### config.mk
export PLATFORM = sky130hd
export DESIGN_NAME = spi_reg_master_flat
export DESIGN_NICKNAME = d
export VERILOG_FILES = /design/src/rtl/spi_reg_master_if.sv /design/src/rtl/spi_reg_master.sv /design/src/flat_wrapper.sv
export SDC_FILE = /design/constraint.sdc
export NUM_CORES = 1
export LEC_CHECK = 0
export ABC_AREA = 1
export BUFFER_PORTS_ARGS = -buffer_cell sky130_fd_sc_hd__buf_2
export CAP_MARGIN = 20
export CORE_MARGIN = 4
export CORE_UTILIZATION = 40
export DETAILED_ROUTE_END_ITERATION = 16
export HOLD_SLACK_MARGIN = 0.08
export PLACE_DENSITY_LB_ADDON = 0.05
export SLEW_MARGIN = 20
export SYNTH_ARGS = -nofsm -noshare
export SYNTH_HDL_FRONTEND = slang
export SYNTH_SLANG_ARGS = --single-unit
### constraint.sdc
create_clock -name clk -period 1.85 [get_ports clk]
set_input_delay 0.37 -clock clk [delete_from_list [all_inputs] [get_ports clk]]
set_output_delay 0.37 -clock clk [all_outputs]
set_load 0.01 [all_outputs]
### src/rtl/spi_reg_master_if.sv
// Command/response bundle for spi_reg_master: valid/ready command in, one-cycle response strobe out.
// The master modport is the requester; the slave modport is the SPI controller.
interface spi_reg_master_if;
  logic       cmd_valid;
  logic       cmd_ready;
  logic       cmd_write;
  logic [6:0] cmd_addr;
  logic [7:0] cmd_wdata;
  logic       rsp_valid;
  logic [7:0] rsp_rdata;
  logic       busy;

  modport master (
    output cmd_valid, cmd_write, cmd_addr, cmd_wdata,
    input  cmd_ready, rsp_valid, rsp_rdata, busy
  );

  modport slave (
    input  cmd_valid, cmd_write, cmd_addr, cmd_wdata,
    output cmd_ready, rsp_valid, rsp_rdata, busy
  );
endinterface

### src/rtl/spi_reg_master.sv
// SPI mode-0 controller: one 16-bit frame per accepted command, rsp_valid 1+34*CLK_DIV cycles after accept,
// ready only in IDLE (no queuing). `define SPI_LOOPBACK_EN makes the receiver sample copi instead of cipo.
module spi_reg_master #(
  parameter int unsigned CLK_DIV = 4
) (
  input  logic              clk,
  input  logic              rst,
  spi_reg_master_if.slave   cmd,
  output logic              sclk,
  output logic              ncs,
  output logic              copi,
  input  logic              cipo
);

  localparam int DW = $clog2(CLK_DIV + 1);
  localparam logic [DW-1:0] DIV_LAST = DW'(CLK_DIV - 1);

  typedef enum logic [2:0] {IDLE, SETUP, SHIFT, HOLD, GAP} state_t;

  state_t        state_q, state_d;
  logic [DW-1:0] div_q, div_d;
  logic [3:0]    bit_q, bit_d;
  logic [15:0]   tx_q, tx_d;
  logic [7:0]    rx_q, rx_d;
  logic          sclk_q, sclk_d;
  logic          ncs_q, ncs_d;
  logic          copi_q, copi_d;
  logic          rsp_vld_q, rsp_vld_d;
  logic [7:0]    rsp_dat_q, rsp_dat_d;
  logic          div_end;
  logic          rx_bit;

`ifdef SPI_LOOPBACK_EN
  assign rx_bit = copi_q;
  logic unused_cipo;
  assign unused_cipo = cipo;
`else
  assign rx_bit = cipo;
`endif

  // Every non-idle phase lasts a whole number of CLK_DIV segments, so the
  // divider simply free-runs and reloads itself at each segment boundary.
  assign div_end = (div_q == '0);

  always_comb begin
    state_d   = state_q;
    div_d     = div_end ? DIV_LAST : div_q - DW'(1);
    bit_d     = bit_q;
    tx_d      = tx_q;
    rx_d      = rx_q;
    sclk_d    = sclk_q;
    ncs_d     = ncs_q;
    copi_d    = copi_q;
    rsp_vld_d = 1'b0;
    rsp_dat_d = rsp_dat_q;

    case (state_q)
      IDLE: begin
        div_d = DIV_LAST;
        if (cmd.cmd_valid) begin
          state_d = SETUP;
          tx_d    = {cmd.cmd_write, cmd.cmd_addr, cmd.cmd_write ? cmd.cmd_wdata : 8'h00};
          copi_d  = cmd.cmd_write;
          ncs_d   = 1'b0;
          sclk_d  = 1'b0;
          bit_d   = 4'd15;
          rx_d    = 8'h00;
        end
      end
      SETUP: begin
        if (div_end) begin
          state_d = SHIFT;
          sclk_d  = 1'b1;
          rx_d    = {rx_q[6:0], rx_bit};
        end
      end
      SHIFT: begin
        if (div_end) begin
          if (sclk_q) begin
            sclk_d = 1'b0;
            if (bit_q != 4'd0) copi_d = tx_q[bit_q - 4'd1];
          end else if (bit_q == 4'd0) begin
            state_d = HOLD;
          end else begin
            bit_d  = bit_q - 4'd1;
            sclk_d = 1'b1;
            rx_d   = {rx_q[6:0], rx_bit};
          end
        end
      end
      HOLD: begin
        if (div_end) begin
          state_d   = GAP;
          ncs_d     = 1'b1;
          copi_d    = 1'b0;
          rsp_vld_d = 1'b1;
          rsp_dat_d = rx_q;
        end
      end
      GAP: begin
        if (div_end) state_d = IDLE;
      end
      default: state_d = IDLE;
    endcase
  end

  always_ff @(posedge clk) begin
    if (rst) begin
      state_q   <= IDLE;
      div_q     <= DIV_LAST;
      bit_q     <= 4'd15;
      tx_q      <= 16'h0000;
      rx_q      <= 8'h00;
      sclk_q    <= 1'b0;
      ncs_q     <= 1'b1;
      copi_q    <= 1'b0;
      rsp_vld_q <= 1'b0;
      rsp_dat_q <= 8'h00;
    end else begin
      state_q   <= state_d;
      div_q     <= div_d;
      bit_q     <= bit_d;
      tx_q      <= tx_d;
      rx_q      <= rx_d;
      sclk_q    <= sclk_d;
      ncs_q     <= ncs_d;
      copi_q    <= copi_d;
      rsp_vld_q <= rsp_vld_d;
      rsp_dat_q <= rsp_dat_d;
    end
  end

  assign cmd.cmd_ready = (state_q == IDLE);
  assign cmd.busy      = (state_q != IDLE);
  assign cmd.rsp_valid = rsp_vld_q;
  assign cmd.rsp_rdata = rsp_dat_q;
  assign sclk          = sclk_q;
  assign ncs           = ncs_q;
  assign copi          = copi_q;

endmodule

### src/flat_wrapper.sv
// flat-port wrapper written by rule: the top's interface ports become plain ports
module spi_reg_master_flat 
#(
  parameter int unsigned CLK_DIV = 4
)
  (clk, rst, sclk, ncs, copi, cipo, cmd_cmd_valid, cmd_cmd_write, cmd_cmd_addr, cmd_cmd_wdata, cmd_cmd_ready, cmd_rsp_valid, cmd_rsp_rdata, cmd_busy);
  spi_reg_master_if cmd_i ();
  input  logic clk;
  input  logic rst;
  output logic sclk;
  output logic ncs;
  output logic copi;
  input  logic cipo;
  input wire logic [$bits(cmd_i.cmd_valid)-1:0] cmd_cmd_valid;
  input wire logic [$bits(cmd_i.cmd_write)-1:0] cmd_cmd_write;
  input wire logic [$bits(cmd_i.cmd_addr)-1:0] cmd_cmd_addr;
  input wire logic [$bits(cmd_i.cmd_wdata)-1:0] cmd_cmd_wdata;
  output wire logic [$bits(cmd_i.cmd_ready)-1:0] cmd_cmd_ready;
  output wire logic [$bits(cmd_i.rsp_valid)-1:0] cmd_rsp_valid;
  output wire logic [$bits(cmd_i.rsp_rdata)-1:0] cmd_rsp_rdata;
  output wire logic [$bits(cmd_i.busy)-1:0] cmd_busy;
  assign cmd_i.cmd_valid = cmd_cmd_valid;
  assign cmd_i.cmd_write = cmd_cmd_write;
  assign cmd_i.cmd_addr = cmd_cmd_addr;
  assign cmd_i.cmd_wdata = cmd_cmd_wdata;
  assign cmd_cmd_ready = cmd_i.cmd_ready;
  assign cmd_rsp_valid = cmd_i.rsp_valid;
  assign cmd_rsp_rdata = cmd_i.rsp_rdata;
  assign cmd_busy = cmd_i.busy;
  spi_reg_master #(.CLK_DIV(CLK_DIV)) u_core (.clk(clk), .rst(rst), .cmd(cmd_i), .sclk(sclk), .ncs(ncs), .copi(copi), .cipo(cipo));
endmodule
* Word level (Yosys, flattened, before mapping)
Cells that the tools add are included.
Operators by class: add/sub/neg operators 2, $lt $le $gt $ge 1, equality and inequality tests 14, bitwise logic cells 1, reduce and logical (&&, ||, !) cells 19, mux-type cells 36
Operators by type and width (number):
- $mux 8 | 6
- $pmux 8 s3 | 1
- $mux 3 | 7
- $mux 4 | 4
- $pmux 3 s5 | 1
- $ne 2x1->1 const B | 7
- $mux 1 | 12
- $reduce_and 6->1 | 2
- $reduce_bool 3->1 | 3
- $pmux 4 s2 | 1
- $reduce_and 7->1 | 1
- $eq 3x2->1 const B | 2
- $logic_not 3->1 | 2
- $ne 2x2->1 const B | 3
- $pmux 1 s3 | 2
- $lt 4x5->1 const B | 1
- $reduce_and 5->1 | 1
- $bmux 1 s4 | 1
- $logic_not 4->1 | 1
- $reduce_and 2->1 | 2
- $reduce_and 4->1 | 1
- $reduce_bool 2->1 | 2
- $reduce_bool 4->1 | 1
- $sub 4x1->4 const B | 1
- other kinds (8) | 8
Storage, ports and cells: flip-flop bits (word level) 46, input bits 20

* Longest topological paths before layout
depth in word-level cells 7, mapped depth 12, depth with buffers taken out 12

* Worst setup path before layout
Ideal clock, no wire load.
kind register to register, start reg u_core.bit_q[0], end reg u_core.rx_q[1], cell stages (with the launch flop) 10, library setup time 0.116 ns, arrival time 1.400 ns, required time 1.734 ns, period minus slack after synthesis 1.516 ns, path buffers 1, path slack 0.334 ns, path through dfxtp_1 inv_1 buf_2 ha_1 nand3_1 nor2_4 nor2_2 nand2_8 o21ai_0 nor2_1
On the way: cells in the longest elaborated chain, start to end 3
Ends and longest elaborated chain:
- start, declared | RTL line spi_reg_master.sv:22 | logic [3:0] bit_q, bit_d;
- start signal, assigned | RTL line spi_reg_master.sv:122 | bit_q <= bit_d;
- $logic_not 4->1 | RTL line spi_reg_master.sv:82 | end else if (bit_q == 4'd0) begin
- $ne 2x2->1 (no line)
- $reduce_and 6->1 (no line)
- end signal, assigned | RTL line spi_reg_master.sv:124 | rx_q <= rx_d;
- end, declared | RTL line spi_reg_master.sv:24 | logic [7:0] rx_q, rx_d;
No other way between the ends. A chain may end at the register's enable or synchronous reset.

* Worst setup path in the final report
start reg u_core.state_q[1], end out cmd_busy
On the way: cells in the longest elaborated chain, start to end 1
Ends and longest elaborated chain:
- start, declared | RTL line spi_reg_master.sv:20 | state_t state_q, state_d;
- start signal, assigned | RTL line spi_reg_master.sv:120 | state_q <= state_d;
- $reduce_bool 3->1 | RTL line spi_reg_master.sv:134 | assign cmd.busy = (state_q != IDLE);
- end, declared | RTL line flat_wrapper.sv:21 | output wire logic [$bits(cmd_i.busy)-1:0] cmd_busy;
No other way between the ends.

==> impl_metrics.tcl <==
set metrics [dict create \
    initial_antenna_violation_count 0 \
    floorplan.io_pins 34 \
    cell_area_after_layout_mm2 0.00261 \
    ir_drop_mv 0.525 \
    gr-usage-all-layers 0.148 \
    netlist_top_cells_area "sky130_fd_sc_hd__dfxtp_1, sky130_fd_sc_hd__nand2_1, sky130_fd_sc_hd__nand3_1, sky130_fd_sc_hd__nor2_1, sky130_fd_sc_hd__inv_1" \
    synth_top_cell_by_area "sky130_fd_sc_hd__dfxtp_1" \
    cts_hold_buffers 0 \
    die_x_um 83.5 \
    route.detailed.drc 0 \
    syn_nets 333 \
    yosysWarningCount 0 \
    layout.filler_cells 569 \
    floorplan.initialDensity 0.414 \
    path_class "reg2out" \
    layout-area-overhead-vs-synth_pct 14.4 \
    floorplan.die.height_um 83.5 \
    finalSetupViolCount 0 \
    cts.root.buffer_cell "sky130_fd_sc_hd__clkbuf_8" \
    critical_path.max_fanout 7 \
    relSlewSlack 0.746 \
    internal_power_mw 2.31 \
    post-route-min-period_ns 1.66 \
    holdPathStages 3 \
    cts_max_level 2 \
    netlist_instances 310 \
    combPwrFrac 0.480 \
    cpMaxStageDelayCell "sky130_fd_sc_hd__dfxtp_1" \
    inserted_clock_buffers 5 \
    route.detailed.vias_per_inst 4.72 \
    final_hold_viol_count 0 \
    critical_path.cell_chain "inv_2 -> nand2_4 -> nor2_4 -> inv_4 -> buf_2" \
    share_of_layout_cells_above_drive_strength_1 0.227 \
    power.share.clock 0.180 \
    result_of_the_run "complete, no violations" \
    place_hpwl_mm 3.53 \
    syn_avg_cell_area_um2 7.35 \
    holdCritPathClass "in2reg" \
    clk_pin_slew_worst_paths_ns 0.09 \
    post_dp_cell_area_mm2 0.00250 \
    setup_total_negative_slack_ns 0 \
    ctsResizeCount 0 \
    yosysSeqAreaShare 0.404 \
    maxCapViolations 0 \
    post_synth_instance_area_mm2 0.00228 \
    diodes 0 \
    static-leakage-power_nw 1.21 \
    cts_tree "yes" \
    buffers_inserted_during_post_cts_setup_optimization 0 \
    fp.coreArea_mm2 0.00551 \
    ff2ff_path_depth 11 \
    power_switching_share 0.444 \
    max_freq_mhz 604 \
    worstMarginPinSlew_ns 0.380 \
    grt_first_pass_wirelength_mm 8.63 \
    clock_latency_ns 0.30 \
    fin_worst_skew_ns 0.00554 \
    grt_max_degree 25 \
    detailedRoute.firstPassIterationCount 4 \
    fp.dieArea_mm2 0.00697 \
    rsz0062_at_grt "no" \
    wire_per_inst_um 11.8 \
    timing.critical_path.required_ns 1.48 \
    global_route.overflow_total 0 \
    synth_top_area_share 0.404 \
    postSynthRegisterBits 46 \
    cpPeakStageDelay_ns 0.39 \
    cp-start-kind "register" \
    worst-endpoint-arrival_ns 1.29 \
    finalWirelength_mm 4.89 \
    clk_path_buf_depth 2 \
    vias_after_detailed_routing 1958 \
    final-instance-count-excl-fill 415 \
    critical_path.endpoint_type "primary output" \
    cts_sinks 46 \
    p_sw_mw 1.85 \
    slew_violations 0 \
    pd_cells_mw_per_mm2 1590 \
    globalplace.congestion 0.831 \
    drt_iter0_markers 107 \
    first_global_vias 1867 \
    port_buffers 33 \
    seq_power_share 0.340 \
    std_cell_rows 27 \
    remaining_antenna_violation_count 0 \
    timing.final.crit_share 0.895 \
    synth_cell_types 28 \
    fin_nets 365 \
    place.detailed.instances 407 \
]
-- sequential cells by signal (all words and copies together) (netlist names) --
signal	count
u_core.bit_q	4
u_core.cmd.rsp_rdata	8
u_core.cmd.rsp_valid	1
u_core.copi	1
u_core.div_q	3
u_core.ncs	1
u_core.rx_q	8
u_core.sclk	1
u_core.state_q	3
u_core.tx_q	16
-- path summary, 6_finish.rpt --
| kind | start | end | slack, ns |
|---|---|---|---|
| max | u_core.state_q[1] | cmd_busy | 0.19 |
| min | cmd_cmd_addr[2] | u_core.tx_q[10] | 0.29 |
| max reg2reg | u_core.div_q[0] | u_core.rx_q[3] | 0.25 |
| min reg2reg | u_core.div_q[0] | u_core.div_q[0] | 0.40 |
-- cells in the final DEF, fill, tap and decap left out, types with 2 or more instances in the layout --
cell	n
sky130_fd_sc_hd__o21ai_1	3
sky130_fd_sc_hd__a21oi_1	22
sky130_fd_sc_hd__nor2_8	3
sky130_fd_sc_hd__nand2_4	4
sky130_fd_sc_hd__inv_2	4
sky130_fd_sc_hd__inv_4	2
sky130_fd_sc_hd__inv_1	31
sky130_fd_sc_hd__o21ai_0	23
sky130_fd_sc_hd__nor2_4	5
sky130_fd_sc_hd__nand2_1	59
sky130_fd_sc_hd__dfxtp_1	46
sky130_fd_sc_hd__buf_2	33
sky130_fd_sc_hd__nor2_2	10
sky130_fd_sc_hd__clkbuf_8	5
sky130_fd_sc_hd__nor3_1	2
sky130_fd_sc_hd__buf_4	3
sky130_fd_sc_hd__nor2_1	39
sky130_fd_sc_hd__ha_1	3
sky130_fd_sc_hd__nand2_2	2
sky130_fd_sc_hd__nand3_1	32
-- layer usage --
layer | track usage | up-vias | part of all wire
met3 | 0.0346 | 5 | 0.037
met4 | 0.0395 | 0 | 0.013
met2 | 0.231 | 29 | 0.44
met1 | 0.207 | 883 | 0.51
met5 | 0 | - | 0
li1 | - | 1041 | -
-- per-stage QoR --
| step | hold slack, ns | setup WS, ns | power, mW | utilization |
|---|---|---|---|---|
| after floorplan | 0.365 | 0.334 | 3.04 | - |
| after global placement | 0.375 | 0.293 | 3.45 | 0.454 |
| after detailed placement | 0.379 | 0.252 | 3.45 | 0.454 |
| after CTS | 0.283 | 0.177 | 4.21 | 0.474 |
| after global routing | 0.292 | 0.0546 | 4.55 | 0.474 |
| final | 0.285 | 0.194 | 4.16 | 0.474 |
-- cells by family (layout without fill, tap and decap cells) --
group / Yosys count / count (layout) / synth area share
AO/OA/AOI/OAI: 50 / 50 / 0.113
buffers and inverters: 50 / 83 / 0.102
AND/OR/NAND/NOR: 160 / 160 / 0.362
adder cells (fa/ha/maj): 3 / 3 / 0.0165
flip-flops: 46 / 46 / 0.404
XOR/XNOR: 1 / 1 / 0.00384
-- synthesized netlist by cell type --
cell type and instances:
sky130_fd_sc_hd__nand2_1 59, sky130_fd_sc_hd__dfxtp_1 46, sky130_fd_sc_hd__nor2_1 39, sky130_fd_sc_hd__nand3_1 32, sky130_fd_sc_hd__inv_1 31, sky130_fd_sc_hd__o21ai_0 23, sky130_fd_sc_hd__a21oi_1 22, sky130_fd_sc_hd__nor2_2 10
sky130_fd_sc_hd__clkbuf_1 5, sky130_fd_sc_hd__nor2_4 5, sky130_fd_sc_hd__buf_6 4, sky130_fd_sc_hd__inv_2 4, sky130_fd_sc_hd__nand2_4 4, sky130_fd_sc_hd__buf_2 3, sky130_fd_sc_hd__ha_1 3, sky130_fd_sc_hd__nor2_8 3
sky130_fd_sc_hd__o21ai_1 3, sky130_fd_sc_hd__inv_4 2, sky130_fd_sc_hd__nand2_2 2, sky130_fd_sc_hd__nor3_1 2, sky130_fd_sc_hd__a21oi_2 1, sky130_fd_sc_hd__inv_6 1, sky130_fd_sc_hd__nand2_8 1, sky130_fd_sc_hd__nand3_4 1
sky130_fd_sc_hd__nand4_1 1, sky130_fd_sc_hd__nor4_1 1, sky130_fd_sc_hd__o21a_1 1, sky130_fd_sc_hd__xnor2_1 1
-- critical path: cells and delay by family (launching register included) --
| kind | cells | cell delay, ns |
|---|---|---|
| buf+inv | 3 | 0.34 |
| flops | 1 | 0.39 |
| simple gates | 2 | 0.25 |
-- power by group through the flow --
stage | sequential [mW] | clock [mW] | combinational (mW)
finish | 1.41 | 0.749 | 2.00
CTS | 1.42 | 0.771 | 2.03
global placement | 1.43 | 0 | 2.01
floorplan | 1.39 | 0 | 1.65
global route | 1.45 | 0.803 | 2.29
detailed placement | 1.44 | 0 | 2.01
-- area by class of cell --
type | instances | area (µm²) | area share
clock buffers | 6 | 72.6 | 0.0278
clock inverters | 2 | 37.5 | 0.0144
inverters | 38 | 153 | 0.0585
multi-input cells | 214 | 1130 | 0.432
flip-flops and latches | 46 | 921 | 0.353
well taps | 72 | 90.1 | 0.0345
repair buffers | 37 | 208 | 0.0796
Power figures use the tool's default switching activity.
